<file path="src/rtl/wb_stage_if.sv">
// MEM-to-WB transfer bundle for the LEGv8 pipeline: the retiring instruction's
// control bits and candidate writeback values as they leave the MEM stage.
interface wb_stage_if #(
  parameter int WIDTH = 64
);
  logic             in_valid;
  logic             in_reg_write;
  logic             in_mem_to_reg;
  logic             in_byte;
  logic             in_link;
  logic [4:0]       in_rd;
  logic [WIDTH-1:0] in_alu_result;
  logic [WIDTH-1:0] in_mem_data;
  logic [WIDTH-1:0] in_pc_plus4;

  modport master (
    output in_valid, in_reg_write, in_mem_to_reg, in_byte, in_link, in_rd,
           in_alu_result, in_mem_data, in_pc_plus4
  );

  modport slave (
    input in_valid, in_reg_write, in_mem_to_reg, in_byte, in_link, in_rd,
          in_alu_result, in_mem_data, in_pc_plus4
  );
endinterface

</file>
<file path="src/rtl/wb_stage.sv">
// MEM/WB pipeline register and register-file write port driver with
// same-cycle write-to-read bypass and a retired-instruction counter.
module wb_stage #(
  parameter int WIDTH    = 64,
  parameter int RETIRE_W = 32
) (
  input  logic                clk,
  input  logic                reset,
  input  logic                stall,
  input  logic                flush,
  wb_stage_if.slave           mem,
  input  logic [4:0]          rs1,
  input  logic [4:0]          rs2,
  input  logic [WIDTH-1:0]    rf_data1,
  input  logic [WIDTH-1:0]    rf_data2,
  output logic                RegWrite,
  output logic [4:0]          WriteRegister,
  output logic [WIDTH-1:0]    WriteData,
  output logic [WIDTH-1:0]    fwd_data1,
  output logic [WIDTH-1:0]    fwd_data2,
  output logic                wb_valid,
  output logic [RETIRE_W-1:0] retire_count
);

  logic                valid_r;
  logic                reg_write_r;
  logic [4:0]          rd_r;
  logic [WIDTH-1:0]    data_r;
  logic [RETIRE_W-1:0] count_r;

  function automatic logic [WIDTH-1:0] wb_select(
    input logic             link,
    input logic             mem_to_reg,
    input logic             byte_load,
    input logic [WIDTH-1:0] alu_result,
    input logic [WIDTH-1:0] mem_data,
    input logic [WIDTH-1:0] pc_plus4
  );
    logic [WIDTH-1:0] sel;
    if (link) begin
      sel = pc_plus4;
    end else if (mem_to_reg && byte_load) begin
      sel = {{(WIDTH-8){1'b0}}, mem_data[7:0]};
    end else if (mem_to_reg) begin
      sel = mem_data;
    end else begin
      sel = alu_result;
    end
    return sel;
  endfunction

  // MEM/WB register; the write value and the XZR-qualified enable are resolved
  // at capture so the write port comes straight from flops.
  always_ff @(posedge clk or posedge reset) begin
    if (reset) begin
      valid_r     <= 1'b0;
      reg_write_r <= 1'b0;
      rd_r        <= 5'd0;
      data_r      <= '0;
    end else if (flush) begin
      valid_r     <= 1'b0;
      reg_write_r <= 1'b0;
      rd_r        <= 5'd0;
      data_r      <= '0;
    end else if (!stall) begin
      valid_r     <= mem.in_valid;
      reg_write_r <= mem.in_valid & mem.in_reg_write & (mem.in_rd != 5'd31);
      rd_r        <= mem.in_rd;
      data_r      <= wb_select(mem.in_link, mem.in_mem_to_reg, mem.in_byte,
                               mem.in_alu_result, mem.in_mem_data, mem.in_pc_plus4);
    end else begin
      valid_r     <= valid_r;
      reg_write_r <= reg_write_r;
      rd_r        <= rd_r;
      data_r      <= data_r;
    end
  end

  // Retire counter: the instruction in WB retires whenever it is not stalled,
  // even if the incoming one is being flushed.
  always_ff @(posedge clk or posedge reset) begin
    if (reset) begin
      count_r <= '0;
    end else if (valid_r && !stall) begin
      count_r <= count_r + RETIRE_W'(1);
    end else begin
      count_r <= count_r;
    end
  end

  // Bypass the value being written this cycle to matching read ports.
  always_comb begin
    fwd_data1 = rf_data1;
    fwd_data2 = rf_data2;
    if (reg_write_r && (rs1 == rd_r)) begin
      fwd_data1 = data_r;
    end else begin
      fwd_data1 = rf_data1;
    end
    if (reg_write_r && (rs2 == rd_r)) begin
      fwd_data2 = data_r;
    end else begin
      fwd_data2 = rf_data2;
    end
  end

  assign RegWrite      = reg_write_r;
  assign WriteRegister = rd_r;
  assign WriteData     = data_r;
  assign wb_valid      = valid_r;
  assign retire_count  = count_r;

endmodule

</file>
<file path="src/flat_wrapper.sv">
// flat-port wrapper written by rule: the top's interface ports become plain ports
module wb_stage_flat 
#(
  parameter int WIDTH    = 64,
  parameter int RETIRE_W = 32
)
  (clk, reset, stall, flush, rs1, rs2, rf_data1, rf_data2, RegWrite, WriteRegister, WriteData, fwd_data1, fwd_data2, wb_valid, retire_count, mem_in_valid, mem_in_reg_write, mem_in_mem_to_reg, mem_in_byte, mem_in_link, mem_in_rd, mem_in_alu_result, mem_in_mem_data, mem_in_pc_plus4);
  wb_stage_if #(.WIDTH(WIDTH)) mem_i ();
  input  logic clk;
  input  logic reset;
  input  logic stall;
  input  logic flush;
  input  logic [4:0] rs1;
  input  logic [4:0] rs2;
  input  logic [WIDTH-1:0] rf_data1;
  input  logic [WIDTH-1:0] rf_data2;
  output logic RegWrite;
  output logic [4:0] WriteRegister;
  output logic [WIDTH-1:0] WriteData;
  output logic [WIDTH-1:0] fwd_data1;
  output logic [WIDTH-1:0] fwd_data2;
  output logic wb_valid;
  output logic [RETIRE_W-1:0] retire_count;
  input wire logic [$bits(mem_i.in_valid)-1:0] mem_in_valid;
  input wire logic [$bits(mem_i.in_reg_write)-1:0] mem_in_reg_write;
  input wire logic [$bits(mem_i.in_mem_to_reg)-1:0] mem_in_mem_to_reg;
  input wire logic [$bits(mem_i.in_byte)-1:0] mem_in_byte;
  input wire logic [$bits(mem_i.in_link)-1:0] mem_in_link;
  input wire logic [$bits(mem_i.in_rd)-1:0] mem_in_rd;
  input wire logic [$bits(mem_i.in_alu_result)-1:0] mem_in_alu_result;
  input wire logic [$bits(mem_i.in_mem_data)-1:0] mem_in_mem_data;
  input wire logic [$bits(mem_i.in_pc_plus4)-1:0] mem_in_pc_plus4;
  assign mem_i.in_valid = mem_in_valid;
  assign mem_i.in_reg_write = mem_in_reg_write;
  assign mem_i.in_mem_to_reg = mem_in_mem_to_reg;
  assign mem_i.in_byte = mem_in_byte;
  assign mem_i.in_link = mem_in_link;
  assign mem_i.in_rd = mem_in_rd;
  assign mem_i.in_alu_result = mem_in_alu_result;
  assign mem_i.in_mem_data = mem_in_mem_data;
  assign mem_i.in_pc_plus4 = mem_in_pc_plus4;
  wb_stage #(.WIDTH(WIDTH), .RETIRE_W(RETIRE_W)) u_core (.clk(clk), .reset(reset), .stall(stall), .flush(flush), .mem(mem_i), .rs1(rs1), .rs2(rs2), .rf_data1(rf_data1), .rf_data2(rf_data2), .RegWrite(RegWrite), .WriteRegister(WriteRegister), .WriteData(WriteData), .fwd_data1(fwd_data1), .fwd_data2(fwd_data2), .wb_valid(wb_valid), .retire_count(retire_count));
endmodule
</file>
<file path="config.mk">
export PLATFORM = sky130hd
export DESIGN_NAME = wb_stage_flat
export DESIGN_NICKNAME = d
export VERILOG_FILES = /design/src/rtl/wb_stage_if.sv /design/src/rtl/wb_stage.sv /design/src/flat_wrapper.sv
export SDC_FILE = /design/constraint.sdc
export NUM_CORES = 1
export LEC_CHECK = 0
export CAP_MARGIN = 20
export CORE_AREA = 2 2 223 225
export CTS_CLUSTER_DIAMETER = 80
export CTS_CLUSTER_SIZE = 12
export DETAILED_ROUTE_END_ITERATION = 8
export DIE_AREA = 0 0 225 227
export SYNTH_ARGS = -nofsm -noshare
export SYNTH_HDL_FRONTEND = slang
export SYNTH_SLANG_ARGS = --single-unit
</file>
<file path="constraint.sdc">
create_clock -name clk -period 3.65 [get_ports clk]
set_input_delay 0.365 -clock clk [delete_from_list [all_inputs] [get_ports clk]]
set_output_delay 0.365 -clock clk [all_outputs]
set_load 0.01 [all_outputs]
</file>
=== Yosys cells after proc, flatten, opt, wreduce, memory -nomap -nowiden ===
Cells that the tools add are included.
W data, S select, Z words.

* Word-level logic and storage cells: 30
* Input port bits: 344
* Memories kept: 0
* RAM bits: 0
* Output and inout port bits: 231
* Register bits: 103
* Latch bits: 0
* Bits in read-only memories: 0

* Shift operators: 0
* Magnitude comparators: 0
* Add/sub/neg operators: 1
* Equal/unequal tests: 4
* $mul: 0
* Muxes and demuxes: 13
* Reductions and logical operators: 5
* Div/mod/pow operators: 0
* Bitwise operators: 2

{| class="wikitable"
|+ Operators by type and width
! operator !! count
|-
| $mux W64 || 7
|-
| $add A32 B1 Y32 const B || 1
|-
| $eq A5 B5 Y1 || 2
|-
| $mux W5 || 2
|-
| $ne A5 B5 Y1 const B || 1
|-
| $logic_and A1 B1 Y1 || 4
|-
| $mux W1 || 4
|-
| $and A1 B1 Y1 || 2
|-
| $ne A2 B1 Y1 const B || 1
|-
| $logic_not A1 Y1 || 1
|}

=== Logic depth before layout (Yosys ltp) ===
* Depth after elaboration: 5
* Mapped depth: 7
* Depth with buffers taken out: 4

=== Worst setup path after synthesis ===
No wires, ideal clock.

* Kind: reg-to-output
* Start: register u_core.rd_r[1], in the netlist u_core.WriteRegister[1]
* End: output fwd_data1[10]
* Stages on the path, launching flop included: 7
* Data required time: 3.285 ns
* Setup slack: 1.611 ns
* Data arrival time: 1.674 ns
* Path buffers: 2
* Path through: dfrtp_1 > xor2_1 > nor4_1 > and3_1 > buf_6 > buf_12 > mux2_4

* Longest elaborated chain between the ends: 3

{| class="wikitable"
|+ RTL lines
! item !! RTL line !! text
|-
| start: declaration || wb_stage.sv:27 || <nowiki>logic [4:0] rd_r;</nowiki>
|-
| start signal: assignment || wb_stage.sv:68 || <nowiki>rd_r <= mem.in_rd;</nowiki>
|-
| start signal: assignment || wb_stage.sv:74 || <nowiki>rd_r <= rd_r;</nowiki>
|-
| $eq A5 B5 Y1 || wb_stage.sv:95 || <nowiki>if (reg_write_r && (rs1 == rd_r)) begin</nowiki>
|-
| $logic_and A1 B1 Y1 || wb_stage.sv:95 ||
|-
| $mux W64 || wb_stage.sv:95 ||
|-
| end: declaration || flat_wrapper.sv:20 || <nowiki>output logic [WIDTH-1:0] fwd_data1;</nowiki>
|}

No other way between the ends.

=== Final worst setup path ===
* Start: register u_core.rd_r[2], in the netlist u_core.WriteRegister[2]
* End: output fwd_data2[63]

* Longest elaborated chain between the ends: 3

{| class="wikitable"
|+ RTL lines
! item !! RTL line !! text
|-
| $eq A5 B5 Y1 || wb_stage.sv:100 || <nowiki>if (reg_write_r && (rs2 == rd_r)) begin</nowiki>
|-
| $logic_and A1 B1 Y1 || wb_stage.sv:100 ||
|-
| $mux W64 || wb_stage.sv:100 ||
|-
| end: declaration || flat_wrapper.sv:21 || <nowiki>output logic [WIDTH-1:0] fwd_data2;</nowiki>
|}

No other way between the ends.

==> impl_results.md <==
* Critical path fanouts, max at 21
* Drt total wl at 39,020 um
* Synth warnings at 0
* WP data required at 3.28 ns
* Crit Path Category: reg2out
* GP Congestion at 0.8460
* Vias per std cell at 4.254
* Clk buf depth at 2
* Hold Slack at 0.4499 ns
* Maximum number of pins on one net before global-route repair at 129
* Hold_buf cts at 0
* Post-detail-place hpwl at 30,710 um
* Mapped Nets at 1,093
* Initial DRT Pass Iterations at 5
* I/O pin total at 575
* Post-Syn Area at 7854 um^2
* TNS Setup at 0 ns
* Initial antenna violation count at 10
* Synth top area share at 0.3282
* Synth async-reset ratio at 1.000
* Worst-Margin Slew at 0.9799 ns
* Ys flop type: dfrtp_1
* Drt wl/cell at 20.25 um
* Status: completed
* Fin crit share at 0.9046
* VDD IR max at 0.2099 mV
* # DRC at 0
* Latest clock arrival within the worst-skew pair at 0.38 ns
* Total track usage at 0.1443
* Lkg Pwr at 0.006091 uW
* Total gr overflow at 0
* Largest area contributor in the netlist: dfrtp_1
* Die height at 227 um
* Global-route wire length before repair at 54,930 um
* #FFs+latches synth at 103
* Power per cell area at 244.7 nW/um^2
* Fmax at 0.3029 GHz
* Gates resized, CTS repair at 0
* Routed vias at 8,197
* Initial Utilization at 0.1618
* Startpoint Class: register
* CTS sink cnt at 103
* Min cycle time layout at 3.302 ns
* Final nets at 1,638
* Layout area overhead at 84.85%
* Final Hold Violating Endpoints at 0
* CTS Buf Count at 9
* R2R cell count at 5
* RSZ-0062 raised after global routing: false
* Rows at 81
* Post-synth EDFFs at 0
* Antenna-violating nets left at 0
* Core area at 48,550 um^2
* Ratio of cells with drive above 1 in the final layout at 0.1479
* Commonest cells in the netlist: mux2_4, dfrtp_1, nand2_1, inv_1, a21oi_1
* Port bufs at 574
* Clock skew at 0.008983 ns
* Max_cap viols at 0
* Number of global-route vias before repair at 8,525
* Endpoints failing setup at 0
* Post-CTS setup buffer count at 0
* Slew Viols, Final at 0
* Slew headroom at 0.3467
* Die Span X at 225 um
* # fillers at 5,087
* Post-Syn Instances at 748
* Largest cells by area after synthesis: dfrtp_1, mux2_4, a211o_1
* Count leader, synth: mux2_4
* Clock root buffer: clkbuf_16
* CTS tree: built
* Min-Delay Path Class: in2async
* Sequential share of the synthesized area at 0.3282
* Netlist cell types at 37
* First DRT Iteration DRCs at 385
* Syn Area/Cell at 10.50 um^2
* Nature of the critical path endpoint: primary output
* H-tree depth at 3
* Die Footprint at 51,080 um^2
* Crit path DAT at 2.94 ns
* Clk slew on worst S/H paths at 0.09 ns
cells by family (layout without fill, tap and decap cells):
| group | after synthesis | after routing | share of synthesized area |
|---|---|---|---|
| mux | 151 | 151 | 0.2704 |
| flops | 103 | 103 | 0.3282 |
| xor+xnor | 41 | 41 | 0.04572 |
| simple gates | 145 | 145 | 0.09575 |
| compound gates | 178 | 178 | 0.1665 |
| buf+inv | 129 | 679 | 0.09192 |
| fa+ha+maj | 1 | 1 | 0.001593 |
| other cells | 0 | 7 | 0 |
layout make-up:
class                           instances  area [um^2]  area share
Timing Repair Buffer                  601         6038      0.4159
Multi-Input combinational cell        516         4572      0.3149
Sequential cell                       103         2577      0.1775
Tap cell                              622        778.2     0.05361
Inverter                               62        235.2     0.01620
Clock buffer                            9        225.2     0.01551
Clock inverter                          7        73.82    0.005085
Antenna cell                            7        17.52    0.001207
path summary, 6_finish.rpt:
| kind | startpoint | endpoint | slack [ns] |
|---|---|---|---|
| worst min register to register | u_core.retire_count[31] | u_core.retire_count[31] | 0.49 |
| min in group clk | stall | u_core.retire_count[3] | 0.47 |
| worst min-delay path | reset | u_core.WriteData[14] | 0.45 |
| max in group asynchronous | reset | u_core.WriteData[33] | 2.64 |
| worst max-delay path | u_core.WriteRegister[2] | fwd_data2[63] | 0.35 |
| worst max register to register | u_core.wb_valid | u_core.retire_count[30] | 1.53 |
report_power, final:
group / switching, uW / internal (uW)
clock: 537 / 487
combinational: 440 / 778
sequential: 102 / 1210
cells in the final DEF (no fill, tap or decap), drive strengths merged:
cell type / n
a211o: 55
nor3b: 1
dfrtp: 103
ha: 1
inv: 66
xor2: 30
nor3: 6
and3b: 1
nor4b: 1
diode: 7
mux2: 129
buf: 30
nand3: 8
o2bb2ai: 1
a221oi: 55
nand4: 6
nand2: 77
clkdlybuf4s50: 571
nor2: 20
and4: 5
o21ai: 9
and3: 6
a21oi: 58
nand4b: 1
clkinvlp: 2
clkbuf: 9
xnor2: 11
nor2b: 2
nor4: 11
mux2i: 22
clkinv: 1
registers in the layout (all words and copies together) (netlist names):
signal,flops
u_core.wb_valid,1
u_core.RegWrite,1
u_core.retire_count,32
u_core.WriteData,64
u_core.WriteRegister,5
layer usage:
layer	wire [um]	part of all wire	global-route usage
met5	0	0	0
met4	809	0.021	0.05234
met3	2595	0.066	0.03523
met2	19780	0.51	0.2539
met1	15840	0.41	0.1702
metrics by stage:
stage	util	instance area [um^2]	setup WS (ns)	total power, uW	instances
floorplan	-	7854	0.5812	1745	748
global placement	0.2925	14200	0.4299	2545	1904
detailed placement	0.2925	14200	0.4252	2555	1904
CTS	0.2987	14500	0.2911	3631	1920
global route	0.2990	14510	0.2286	3743	1925
finish	0.2991	14520	0.3481	3553	1927
worst max-delay path, stage by stage (launching register included):
cell and delay (ns):
dfrtp_1 0.47, xor2_1 0.23, nor4_1 0.32, and3_4 0.26
buf_12 0.20, buf_12 0.21, mux2_2 0.35, clkdlybuf4s50_1 0.49
Note: power is estimated with default switching activity, not from simulation.
